[src/rtl/msg_out_arbiter.sv]
// rtl/msg_out_arbiter.sv - four-source round-robin arbiter onto one four-phase message channel
`ifndef NS_ADDRESS_SIZE
`define NS_ADDRESS_SIZE 8
`endif
`ifndef NS_DATA_SIZE
`define NS_DATA_SIZE 16
`endif
`ifndef NS_REDUN_SIZE
`define NS_REDUN_SIZE 4
`endif

module msg_out_arbiter #(
    parameter int ASZ = `NS_ADDRESS_SIZE,
    parameter int DSZ = `NS_DATA_SIZE,
    parameter int RSZ = `NS_REDUN_SIZE
) (
    input  logic           src_clk,
    input  logic           src_rst_n,
    input  logic           i0_req,
    output logic           i0_ack,
    input  logic [ASZ-1:0] i0_src,
    input  logic [ASZ-1:0] i0_dst,
    input  logic [DSZ-1:0] i0_dat,
    input  logic [RSZ-1:0] i0_red,
    input  logic           i1_req,
    output logic           i1_ack,
    input  logic [ASZ-1:0] i1_src,
    input  logic [ASZ-1:0] i1_dst,
    input  logic [DSZ-1:0] i1_dat,
    input  logic [RSZ-1:0] i1_red,
    input  logic           i2_req,
    output logic           i2_ack,
    input  logic [ASZ-1:0] i2_src,
    input  logic [ASZ-1:0] i2_dst,
    input  logic [DSZ-1:0] i2_dat,
    input  logic [RSZ-1:0] i2_red,
    input  logic           i3_req,
    output logic           i3_ack,
    input  logic [ASZ-1:0] i3_src,
    input  logic [ASZ-1:0] i3_dst,
    input  logic [DSZ-1:0] i3_dat,
    input  logic [RSZ-1:0] i3_red,
    output logic           o0_req,
    input  logic           o0_ack,
    output logic [ASZ-1:0] o0_src,
    output logic [ASZ-1:0] o0_dst,
    output logic [DSZ-1:0] o0_dat,
    output logic [RSZ-1:0] o0_red,
    output logic           busy,
    output logic [1:0]     gnt_idx,
    output logic [15:0]    fwd_cnt
);

    typedef enum logic [1:0] {S_IDLE, S_SEND, S_RELEASE} state_t;

    state_t         r_state;
    logic [1:0]     r_ptr;
    logic [1:0]     r_gnt;
    logic [15:0]    r_fwd_cnt;
    logic           r_req;
    logic [3:0]     r_ack;
    logic [ASZ-1:0] r_src;
    logic [ASZ-1:0] r_dst;
    logic [DSZ-1:0] r_dat;
    logic [RSZ-1:0] r_red;

    logic [3:0]     w_req;
    logic [ASZ-1:0] w_src [4];
    logic [ASZ-1:0] w_dst [4];
    logic [DSZ-1:0] w_dat [4];
    logic [RSZ-1:0] w_red [4];
    logic           w_found;
    logic [1:0]     w_win;
    logic [1:0]     w_idx;

    assign w_req    = {i3_req, i2_req, i1_req, i0_req};
    assign w_src[0] = i0_src;
    assign w_src[1] = i1_src;
    assign w_src[2] = i2_src;
    assign w_src[3] = i3_src;
    assign w_dst[0] = i0_dst;
    assign w_dst[1] = i1_dst;
    assign w_dst[2] = i2_dst;
    assign w_dst[3] = i3_dst;
    assign w_dat[0] = i0_dat;
    assign w_dat[1] = i1_dat;
    assign w_dat[2] = i2_dat;
    assign w_dat[3] = i3_dat;
    assign w_red[0] = i0_red;
    assign w_red[1] = i1_red;
    assign w_red[2] = i2_red;
    assign w_red[3] = i3_red;

    // Winner search: walk offsets from farthest to nearest so the source closest to ptr wins last.
    always_comb begin
        w_found = 1'b0;
        w_win   = r_ptr;
        w_idx   = r_ptr;
        for (int j = 3; j >= 0; j--) begin
            w_idx = r_ptr + 2'(j);
            if (w_req[w_idx]) begin
                w_found = 1'b1;
                w_win   = w_idx;
            end
        end
    end

    // Arbitration and four-phase handshake state machine with registered outputs.
    always_ff @(posedge src_clk) begin
        if (!src_rst_n) begin
            r_state   <= S_IDLE;
            r_ptr     <= 2'd0;
            r_gnt     <= 2'd0;
            r_fwd_cnt <= 16'd0;
            r_req     <= 1'b0;
            r_ack     <= 4'd0;
            r_src     <= '0;
            r_dst     <= '0;
            r_dat     <= '0;
            r_red     <= '0;
        end else begin
            case (r_state)
                S_IDLE: begin
                    if (w_found) begin
                        r_src   <= w_src[w_win];
                        r_dst   <= w_dst[w_win];
                        r_dat   <= w_dat[w_win];
                        r_red   <= w_red[w_win];
                        r_gnt   <= w_win;
                        r_req   <= 1'b1;
                        r_state <= S_SEND;
                    end
                end
                S_SEND: begin
                    if (o0_ack) begin
                        r_req        <= 1'b0;
                        r_ack[r_gnt] <= 1'b1;
                        r_state      <= S_RELEASE;
                    end
                end
                S_RELEASE: begin
                    // Source req and sink ack must both be low before the channel is free again.
                    if (!w_req[r_gnt] && !o0_ack) begin
                        r_ack     <= 4'd0;
                        r_fwd_cnt <= r_fwd_cnt + 16'd1;
                        r_ptr     <= r_gnt + 2'd1;
                        r_state   <= S_IDLE;
                    end
                end
                default: r_state <= S_IDLE;
            endcase
        end
    end

    assign i0_ack  = r_ack[0];
    assign i1_ack  = r_ack[1];
    assign i2_ack  = r_ack[2];
    assign i3_ack  = r_ack[3];
    assign o0_req  = r_req;
    assign o0_src  = r_src;
    assign o0_dst  = r_dst;
    assign o0_dat  = r_dat;
    assign o0_red  = r_red;
    assign busy    = (r_state != S_IDLE);
    assign gnt_idx = r_gnt;
    assign fwd_cnt = r_fwd_cnt;

endmodule
[config.mk]
export PLATFORM = sky130hd
export DESIGN_NAME = msg_out_arbiter
export DESIGN_NICKNAME = d
export VERILOG_FILES = /design/src/rtl/msg_out_arbiter.sv
export SDC_FILE = /design/constraint.sdc
export NUM_CORES = 1
export LEC_CHECK = 0
export ABC_AREA = 1
export CORE_ASPECT_RATIO = 0.6
export CORE_UTILIZATION = 40
export DETAILED_ROUTE_END_ITERATION = 6
export PLACE_DENSITY = 0.82
export SYNTH_ARGS = -nofsm -noshare
export SYNTH_HDL_FRONTEND = slang
export SYNTH_SLANG_ARGS = --single-unit
[constraint.sdc]
create_clock -name src_clk -period 2.3 [get_ports src_clk]
set_clock_uncertainty 0.05 [all_clocks]
set_input_delay 0.345 -clock src_clk [delete_from_list [all_inputs] [get_ports src_clk]]
set_output_delay 0.345 -clock src_clk [all_outputs]
set_load 0.1 [all_outputs]
==> reports/results.ini <==
[yosys]
syn-cell-area_mm2 = 0.003946
syn_area_per_cell_um2 = 6.234
synth.area.top_cells = dfxtp_1 (32%), nand3_1 (20%), nand2_1 (17%), a21oi_1 (7.6%), o21ai_0 (5.7%)
synth_top_area_share = 0.3196
synth.distinct_cells = 28
synth_edf_count = 0
yosys_warnings = 0
ys_seq_elements = 63
ys_seq_area_frac = 0.3196
synth_top_cells_by_count = nand2_1 (177), nand3_1 (156), dfxtp_1 (63)
synth_flop_cell = dfxtp_1
synth.most_common_cell = nand2_1
syn_nets = 789
async_reset_ff_frac = 0
synthCells = 633
post-synth-top-area-cell = dfxtp_1

[clock_tree]
clockBufferDepth = 2
clk-insertion-delay-late_ns = 0.33
clock-sinks = 63
cts_tree = yes
h-tree-depth = 3
cts_setup_buffers = 0
cts_hold_buf = 0
cts_buffers = 9
clk_pin_slew_worst_paths_ns = 0.05
clock-root-buffer = clkbuf_16

[drt]
wl_per_cell_um = 14.73
drc = 0
vias = 5034
first_iter_violations = 339
antenna_left = 0
drt-total-wl_um = 14200
avgViaCountPerCell = 5.222
dr.pass1.iters = 5

[setup_path]
path_common_cell = nand2_1
cp_num_buf_inv = 3
critical_path_class = in2reg
critical_path_arrival_ns = 2.30
crit_required_ns = 2.51
end_kind = flip-flop
cp_top_family = simple AND/OR/NAND/NOR gates
worstSetupStartpointType = input pin
crit_fanout = 64
path_cells = clkdlybuf4s50_1 -> nand2_1 -> nand2_1 -> nand2_1 -> nand2_1 -> inv_2 -> nand2_2 -> nand3_1 -> nand2_2 -> buf_12 -> nand3_1 -> nand3_1 -> nand2_1 -> a21oi_1
cp_slowest_cell = clkdlybuf4s50_1
max_stage_delay_ns = 0.53

[timing]
fin_crit_sh = 0.9076
worst_pin_slew_ns = 0.5352
period_minus_slack_ns = 2.088
finalMaxSlewViolations = 0
clock.fmax_ghz = 0.4790
rsz0062_at_grt = no
setup_viol = 0
maxSlewHeadroom = 0.6428
hold_viol = 0

[finish]
diodes = 0
final_area_mm2 = 0.006395
fin_cells = 964
fin_nets = 985
final_util = 0.6834
areaGrowthSynthToFinish_pct = 62.05
layout-drive-gt1-share = 0.1295

[floorplan]
rows = 27
die_w_um = 130.2
dieArea_mm2 = 0.01028
ios = 211
core_mm2 = 0.009358
initial_core_util = 0.4217
dieHeight_um = 78.94

[placed_design]
dp.cells = 948
gp_congestion = 0.9213
place_area_mm2 = 0.006063
portBuffers = 210
dp_hpwl_um = 10780

[grt]
grt_pass1_wl_um = 22600
grt_max_degree = 65
antenna_found_initial = 0
grt_pass1_vias = 4683
track_usage = 0.2827
grt-ovfl-total = 0

[power_and_ir_drop]
vdd_ir_drop_max_mv = 0.4966
power_density_mw_per_mm2 = 795.8
power_leakage_uw = 0.002818

[status]
status = complete, no violations

[flow_run]
timing.max_cap.violations = 0

[worst_hold_path]
hold_class = reg2reg

## registers in the layout, indices dropped and copies added, names as in the netlist
name	flops
o0_red	4
o0_dst	8
o0_req	1
r_state	2
r_ptr	2
fwd_cnt	16
r_ack	4
gnt_idx	2
o0_src	8
o0_dat	16
## logic make-up after synthesis
kind of cell               count (synthesis)  share of synthesized area
AOI/OAI and AO/OA                        106                     0.1351
and+or+nand+nor                          379                     0.4296
xor gates and xnor gates                   6                    0.01332
buffers and inverters                     74                    0.08656
adders and majority gates                  5                    0.01585
DFF                                       63                     0.3196
## power by group
group          switching, µW  leakage (µW)  internal (µW)
sequential              88.6      0.000520           1230
clock                    474      0.000160           1010
combinational           1590       0.00214            696
## worst min-delay path: stages (launching register included)
cell,delay [ns]
dfxtp_1,0.33
a21oi_1,0.05
nor2_1,0.08
## cell type report
class / count / area [µm²]
Clock buffer: 13 / 260.3
Fill cell: 782 / 2963
Timing Repair Buffer: 230 / 2177
Tap cell: 130 / 162.7
Clock inverter: 3 / 65.06
Sequential cell: 63 / 1265
Multi-Input combinational cell: 496 / 2354
Inverter: 29 / 111.4
## through the flow
step / TNS, ns / power, µW / worst slack (ns) / hold slack (ns)
floorplan: 0 / 2923 / 0.03228 / 0.4500
global placement: -0.06329 / 3599 / -0.01918 / 0.4091
detailed placement: -3.370 / 3620 / -0.1348 / 0.4291
CTS: 0 / 5112 / 0.1200 / 0.4463
global route: 0 / 5333 / 0.04015 / 0.4685
finish: 0 / 5089 / 0.2124 / 0.4411
## layout by cell type (no fill, tap or decap), types with 2 or more instances in the layout
master,n
nand2_1,177
nand3_1,155
clkdlybuf4s50_1,150
buf_4,74
a21oi_1,60
dfxtp_1,60
o21ai_0,45
inv_1,27
nor2_1,19
nor3_1,12
clkbuf_16,9
buf_12,6
ha_1,5
nand2_2,4
xor2_1,4
nor4_1,3
dfxtp_2,3
nand3_2,2
xnor2_1,2
nand4_1,2
clkbuf_1,2
clkbuf_8,2
bufinv_16,2
## timing repair
action                     4_1_cts  5_1_grt
setup endpoints to repair        0       37
hold endpoints to repair         0        0
gates resized for setup          0        2
## per-layer routing
layer / vias up / global-route usage / part of all wire
met3: 19 / 0.08154 / 0.082
li1: 2526 / - / -
met1: 2274 / 0.3609 / 0.45
met4: 0 / 0.07209 / 0.014
met5: - / 0 / 0
met2: 215 / 0.4660 / 0.46
## path summary, 6_finish.rpt
path            start         to  slack [ns]  cells past startpoint
max            i3_req  o0_dst[4]        0.21                     14
min          r_ack[0]   r_ack[0]        0.44                      2
max reg2reg  r_ptr[0]  o0_dat[1]        0.25                     14
min reg2reg  r_ack[0]   r_ack[0]        0.44                      2
No activity file was read; power rests on OpenSTA's default activity.
